<file path="config.mk">
export PLATFORM = sky130hd
export DESIGN_NAME = seq_detector_param
export DESIGN_NICKNAME = d
export VERILOG_FILES = /design/src/rtl/seq_detector_param.sv
export SDC_FILE = /design/constraint.sdc
export NUM_CORES = 1
export LEC_CHECK = 0
export ABC_AREA = 1
export CAP_MARGIN = 10
export CORE_ASPECT_RATIO = 0.6
export CORE_MARGIN = 3
export CORE_UTILIZATION = 35
export DETAILED_ROUTE_END_ITERATION = 8
export GPL_ROUTABILITY_DRIVEN = 0
export SYNTH_ARGS = -nofsm -noshare
export SYNTH_HDL_FRONTEND = slang
export SYNTH_SLANG_ARGS = --single-unit
</file>
<file path="constraint.sdc">
create_clock -name clock_i -period 2.19 [get_ports clock_i]
set_input_delay 0.5475 -clock clock_i [delete_from_list [all_inputs] [get_ports clock_i]]
set_output_delay 0.5475 -clock clock_i [all_outputs]
set_load 0.03 [all_outputs]
</file>
<file path="src/rtl/seq_detector_param.sv">
// Parametrised Moore serial-sequence detector with fill gating, optional overlap
// and a saturating match counter.
module seq_detector_param #(
   parameter int                      PATTERN_LEN = 4,
   parameter logic [PATTERN_LEN-1:0]  PATTERN     = 4'b1011,
   parameter bit                      OVERLAP     = 1'b1,
   parameter int                      CNT_W       = 8,
   localparam int                     FILL_W      = $clog2(PATTERN_LEN + 1)
) (
   input  logic              clock_i,
   input  logic              reset_i,
   input  logic              en_i,
   input  logic              w_i,
   output logic              salida_o,
   output logic [CNT_W-1:0]  count_o,
   output logic [FILL_W-1:0] fill_o
);

   localparam logic [FILL_W-1:0] FILL_FULL = FILL_W'(PATTERN_LEN);

   logic [PATTERN_LEN-1:0] hist_q, hist_d;
   logic [FILL_W-1:0]      fill_q, fill_d, fill_inc;
   logic [CNT_W-1:0]       count_q, count_d;
   logic                   salida_q;
   logic [PATTERN_LEN-1:0] bit_eq;
   logic                   match;

   assign hist_d = {hist_q[PATTERN_LEN-2:0], w_i};

   // Per-bit equality against the target; the match is the AND of all lanes.
   genvar gi;
   generate
      for (gi = 0; gi < PATTERN_LEN; gi++) begin : g_cmp
         assign bit_eq[gi] = hist_d[gi] ~^ PATTERN[gi];
      end
   endgenerate

   always_comb begin
      fill_inc = (fill_q == FILL_FULL) ? fill_q : fill_q + FILL_W'(1);
      // Fill gating keeps reset-state zeros in hist from ever completing a pattern.
      match    = (fill_inc == FILL_FULL) && (&bit_eq);
      count_d  = count_q;
      if (match && !(&count_q)) begin
         count_d = count_q + CNT_W'(1);
      end
      fill_d = (match && !OVERLAP) ? '0 : fill_inc;
   end

   always_ff @(posedge clock_i) begin
      if (reset_i) begin
         hist_q   <= '0;
         fill_q   <= '0;
         count_q  <= '0;
         salida_q <= 1'b0;
      end else if (en_i) begin
         hist_q   <= hist_d;
         fill_q   <= fill_d;
         count_q  <= count_d;
         salida_q <= match;
      end else begin
         salida_q <= 1'b0;
      end
   end

   assign salida_o = salida_q;
   assign count_o  = count_q;
   assign fill_o   = fill_q;

endmodule
</file>
==> results of run 1 <==
## sequential cells by signal, indices dropped and copies added, names as in the netlist
signal    count
hist_q        3
salida_o      1
count_o       8
fill_o        3
## placed cells by master, fill, tap and decap left out
cell,Yosys,final
nor2_1,15,15
nand4_1,8,8
nand3_1,9,9
nand2_2,2,2
buf_4,1,1
inv_1,29,29
clkdlybuf4s50_1,0,15
nor4_1,1,1
ha_1,3,3
o21ai_0,3,3
clkbuf_1,2,1
a21oi_1,2,2
nand3_2,3,3
inv_2,1,1
nor3_1,1,1
clkbuf_8,0,3
nand2_4,2,2
nand2_1,32,32
nor2_4,1,1
o211ai_1,2,2
a211oi_1,1,1
dfxtp_1,15,15
nor2_8,1,1
## power groups by stage
stage / sequential, mW / combinational, mW / clock (mW)
finish: 0.291 / 0.0964 / 0.231
global route: 0.293 / 0.107 / 0.247
CTS: 0.290 / 0.0967 / 0.235
detailed placement: 0.296 / 0.0961 / 0
global placement: 0.296 / 0.0938 / 0
floorplan: 0.305 / 0.0579 / 0
## area by class of cell
class	count	area share, %
clock buffer	4	4.031
inverter	30	10.08
multi-input combinational	86	41.55
sequential	15	26.88
tap	30	3.359
timing repair buffer	16	14.11
## synth_stat cells (all sizes together)
master	n
nand3	12
nor3	1
buf	2
ha	3
o211ai	2
dfxtp	15
inv	30
a21oi	2
nand2	36
a211oi	1
nor4	1
o21ai	3
clkbuf	2
nand4	8
nor2	17
## worst paths after layout
| kind | endpoint | slack, ps | cells after the start |
|---|---|---|---|
| worst max-delay path | fill_o[2] | 230 | 1 |
| worst min-delay path | hist_q[2]$_SDFFE_PP0P_ | 470 | 2 |
| worst max register to register | count_o[1]$_SDFFE_PP0P_ | 380 | 8 |
| worst min register to register | hist_q[2]$_SDFFE_PP0P_ | 470 | 2 |
## per-layer routing
metal | part of all wire [%] | track usage (%)
met4 | 0.86 | 3.371
met5 | 0 | 0
met2 | 42 | 21.35
met3 | 6.4 | 5.066
met1 | 51 | 18.00
## logic make-up after synthesis
group / Yosys count
AO/OA/AOI/OAI: 8
adder cells (fa/ha/maj): 3
buffers and inverters: 34
flip-flops: 15
AND/OR/NAND/NOR: 75
==> metrics.md, run 1 <==
| Metric | Value |
|---|---|
| Tmin final | `1957 ps` |
| Number of I/O pins | `16` |
| Leakage | `0.5154 nW` |
| Post-Synth Simple-Gate Area | `41.79%` |
| Share of cells above drive strength 1 | `9.272%` |
| Peak VDD IR | `0.3100 mV` |
| Final core utilization | `48.37%` |
| Die width | `71.73 µm` |
| Postcts setup bufs | `0` |
| CP cell instances | `clkdlybuf4s50_1` |
| #FFs+latches synth | `15` |
| Via count | `832` |
| Final slew viol count | `0` |
| Worst-Skew Late Latency | `250 ps` |
| Drt total wl | `1982 µm` |
| Number of global-route vias before repair | `756` |
| Global route total overflow | `0` |
| Pint | `446.5 µW` |
| CTS root buf | `clkbuf_8` |
| Post-synth top area share | `33.10%` |
| Post-synthesis average cell area | `6.719 µm²` |
| Rel. slew slack | `60.33%` |
| Core Region | `2310 µm²` |
| Max clock buf depth | `2` |
| First-pass GRT wire length | `3374 µm` |
| # Max-Cap Violations | `0` |
| Initial antenna violation count | `0` |
| Hold Buf Count CTS | `0` |
| Critical-path top delay cell | `clkdlybuf4s50_1` |
| Min setup slack post-route | `233.4 ps` |
| Clock share of power | `37.4%` |
| Crit path kind | `reg -> out` |
| Clock slew at reported path FFs | `60 ps` |
| P&R area growth vs syn | `23.17%` |
| DR WL/cell | `10.95 µm` |
| Final worst-path cycle share | `89.34%` |
| Sink Count | `15` |
| Post-detail-place hpwl | `1436 µm` |
| Number of remaining DRC errors | `0` |
| Crit path launch | `fill_o[2]$_SDFFE_PP0P_` |
| Seq/Total Area, Yosys | `33.10%` |
| Cts bufs inserted | `3` |
| Worst slew pin tran | `593.3 ps` |
| Worst path top cell family by delay | `buffers and inverters` |
| Unrepaired setup endpoints after global routing | `no` |
| Leading post-synthesis cells by cell area | `dfxtp_1 (33%), nand2_1 (13%), inv_1 (12%), nor2_1 (6.2%), nand4_1 (5.5%)` |
| Setup TNS Final | `0 ps` |
| Final hold vios | `0` |
| ANT nets after route | `0` |
| Post-synthesis cell area | `907.1 µm²` |
| Largest net degree at the start of global routing | `16` |
| Largest family of logic cells by synthesized area | `simple AND/OR/NAND/NOR gates` |
| Setup-failing EPs final | `0` |
| Design Power | `618.0 µW` |
| Die Ht | `45.44 µm` |
| CTS tree | `built` |
| CTS-repair resized insts | `0` |
| DRT Pass-1 Iters | `4` |
| Syn Inst Count | `135` |
| Input/output buffers | `15` |
| Final cell count without fillers | `181` |
| Distinct cell type count after synthesis | `22` |
| HP Class | `reg -> reg` |
| Worst EP required | `1640 ps` |
| Final net count | `159` |
| Part of the power in registers | `47.0%` |
| Final clock skew | `1.275 ps` |
| Setup crit end kind | `output pin` |
| Post-synthesis adder-cell area fraction | `4.138%` |
| Seq. cell area | `300.3 µm²` |
| Power Density | `553.1 nW/µm²` |
| H-Tree Depth | `1` |
| Placed cells | `177` |
| Largest stage delay, worst path | `720 ps` |
| Multiplexer share of the synthesized area | `0%` |
| Drt via density | `4.597` |
| Worst-path maximum fanout | `6` |
| WHS | `472.1 ps` |
| Post-synthesis compound-gate area fraction | `5.241%` |
| Multi-input gate area | `464.2 µm²` |
| Biggest area consumer among synthesized cells | `dfxtp_1` |
| Switching share of power | `27.75%` |
| Outcome | `completed` |
| Final Instance Area | `1117 µm²` |
| Net Count, Synth | `142` |
| Synth Warn # | `0` |
| CP Buf/Inv Count | `1` |
| Post-place setup slack | `245.0 ps` |
| Comb pwr share | `15.6%` |
| Area after DPL | `1072 µm²` |
| Initial DRC Count | `56` |
| Die area | `3259 µm²` |
| Hold Crit Start | `hist_q[1]$_SDFFE_PP0P_` |
| Rows | `13` |
| R2r startpoint | `count_o[0]$_SDFFE_PP0P_` |
| Startpoint types | `flop` |
| Net Switching | `171.5 µW` |
| Worst EP arrival | `1410 ps` |
| Fillers | `238` |
| Tot GR Track Use | `13.64%` |
| XOR/XNOR Fraction of Synth Area | `0%` |
| Antenna diodes | `0` |
| Max frequency | `0.5111 GHz` |
| Initial Utilization | `39.27%` |
Note: power is estimated with default switching activity, not from simulation.
==> run 2, diff against run 1 <==
==> constraint.sdc (replaced) <==
create_clock -name clock_i -period 2.19 [get_ports clock_i]
set_input_delay 0.5475 -clock clock_i [delete_from_list [all_inputs] [get_ports clock_i]]
set_output_delay 0.5475 -clock clock_i [all_outputs]
set_load 0.05 [all_outputs]
==> results of run 2 <==
Same layout as run 1 (identical final DEF). Status: completed.
Main changes from that run: setup slack after layout 233.4 ps -> 100.7 ps; total power 0.6180 mW -> 0.6256 mW; worst IR drop on VDD 0.3100 mV -> 0.3107 mV
==> run 3, diff against run 2 <==
--- a/config.mk
+++ b/config.mk
@@ -7,11 +7,11 @@
 export LEC_CHECK = 0
 export ABC_AREA = 1
 export CAP_MARGIN = 10
-export CORE_ASPECT_RATIO = 0.6
 export CORE_MARGIN = 3
-export CORE_UTILIZATION = 35
+export CORE_UTILIZATION = 47
 export DETAILED_ROUTE_END_ITERATION = 8
 export GPL_ROUTABILITY_DRIVEN = 0
+export PLACE_DENSITY = 0.72
 export SYNTH_ARGS = -nofsm -noshare
 export SYNTH_HDL_FRONTEND = slang
 export SYNTH_SLANG_ARGS = --single-unit
==> metrics.md, run 3 (synthesis results as in run 1) <==
| Metric | Value |
|---|---|
| Number of global-route vias before repair | `813` |
| Drt via density | `4.795` |
| Die width | `49.93 µm` |
| WP depth | `1` |
| Die area | `2493 µm²` |
| Share of cells above drive strength 1 | `9.272%` |
| Core Region | `1783 µm²` |
| Sink Count | `15` |
| Setup TNS Final | `0 ps` |
| Hold Buf Count CTS | `0` |
| CP Buf/Inv Count | `1` |
| Via count | `844` |
| Final Instance Area | `1092 µm²` |
| Final worst-path cycle share | `95.52%` |
| Rows | `15` |
| Final clock skew | `4.331 ps` |
| Die Ht | `49.93 µm` |
| Startpoint types | `flop` |
| CTS-repair resized insts | `0` |
| Worst-path maximum fanout | `6` |
| Number of I/O pins | `16` |
| Worst EP arrival | `1540 ps` |
| Most frequent cells in the layout | `nand2_1 (32), inv_1 (29), nor2_1 (15), dfxtp_1 (15), clkdlybuf4s50_1 (15)` |
| Tmin final | `2092 ps` |
| Postcts setup bufs | `0` |
| Worst-Skew Late Latency | `280 ps` |
| CP cell instances | `clkdlybuf4s50_1` |
| Crit path kind | `reg -> out` |
| Commonest non-fill, non-tap cell in the layout | `nand2_1` |
| Max FFs per register | `8` |
| Initial Utilization | `50.88%` |
| Worst EP required | `1640 ps` |
| ANT nets after route | `0` |
| Drt total wl | `1716 µm` |
| Crit path launch | `fill_o[2]$_SDFFE_PP0P_` |
| Final net count | `159` |
| DR WL/cell | `9.750 µm` |
| Initial antenna violation count | `0` |
| HP Class | `reg -> reg` |
| Initial DRC Count | `9` |
| Largest net degree at the start of global routing | `16` |
| CTS root buf | `clkbuf_4` |
| Cts bufs inserted | `3` |
| Final slew viol count | `0` |
| Leakage | `0.5076 nW` |
| Peak VDD IR | `0.4198 mV` |
| Largest stage delay, worst path | `840 ps` |
| P&R area growth vs syn | `20.41%` |
| Final hold vios | `0` |
| Tot GR Track Use | `16.74%` |
| Input/output buffers | `15` |
| Crit path capture | `fill_o[2]` |
| Reg-to-reg setup timing slack | `420 ps` |
| Antenna diodes | `0` |
| Worst path top cell family by delay | `buffers and inverters` |
| Post-detail-place hpwl | `1290 µm` |
| Outcome | `completed` |
| CTS tree | `built` |
| H-Tree Depth | `1` |
| Power Density | `501.7 nW/µm²` |
| Worst R2R End | `count_o[0]$_SDFFE_PP0P_` |
| Global route total overflow | `0` |
| Max frequency | `0.4780 GHz` |
| R2r startpoint | `count_o[0]$_SDFFE_PP0P_` |
| Max clock buf depth | `2` |
| Number of remaining DRC errors | `0` |
| Worst slew pin tran | `563.7 ps` |
| Setup crit end kind | `output pin` |
| Critical-path top delay cell | `clkdlybuf4s50_1` |
| First-pass GRT wire length | `3249 µm` |
| DRT Pass-1 Iters | `4` |
| Area after DPL | `1066 µm²` |
| Rel. slew slack | `62.32%` |
| # Max-Cap Violations | `0` |
| Unrepaired setup endpoints after global routing | `no` |
| R2R depth | `8` |
| Clock slew at reported path FFs | `80 ps` |
| Setup-failing EPs final | `0` |
[run 3: cell counts in the layout (fill, tap and decap cells not counted)]
No cell type changed its count.
[run 3: worst min-delay path by stage]
stage / from / depth (start not counted) / end
final: hist_q[1]$_SDFFE_PP0P_ / 2 / hist_q[2]$_SDFFE_PP0P_
after global routing: hist_q[1]$_SDFFE_PP0P_ / 2 / hist_q[2]$_SDFFE_PP0P_
after CTS: hist_q[1]$_SDFFE_PP0P_ / 2 / hist_q[2]$_SDFFE_PP0P_
after detailed placement: hist_q[1]$_SDFFE_PP0P_ / 2 / hist_q[2]$_SDFFE_PP0P_
after global placement: hist_q[1]$_SDFFE_PP0P_ / 2 / hist_q[2]$_SDFFE_PP0P_
after floorplan: hist_q[1]$_SDFFE_PP0P_ / 2 / hist_q[1]$_SDFFE_PP0P_
[run 3: area by class of cell]
cell class,instances,area (µm²)
Fill cell,180,690.7
Multi-Input combinational cell,86,464.2
Tap cell,25,31.28
Clock buffer,4,26.28
Sequential cell,15,300.3
Timing Repair Buffer,16,157.7
Inverter,30,112.6
[run 3: report_power, final]
part | leakage, nW | internal (mW) | switching (mW) | total (mW)
Sequential | 0.122 | 0.281 | 0.00837 | 0.290
Clock | 0.0150 | 0.0707 | 0.0858 | 0.157
Combinational | 0.370 | 0.0355 | 0.0663 | 0.102
[run 3: metal layers]
metal  vias up  GRT usage, %  share of wire (%)
met5         -             0                  0
met4         0         8.295                1.7
met3         4         3.927                2.9
met2        12         30.62                 49
met1       378         17.61                 46
li1        450             -                  -
[run 3: through the flow]
step	utilization, %	setup slack [ps]	std cells	power [mW]	hold WS (ps)
floorplan	-	269.0	135	0.3704	438.0
global placement	59.79	288.1	172	0.3959	450.1
detailed placement	59.79	250.9	172	0.3991	463.6
CTS	61.26	87.40	176	0.5552	475.8
global route	61.26	46.73	176	0.5760	506.2
finish	61.26	98.07	176	0.5480	473.4
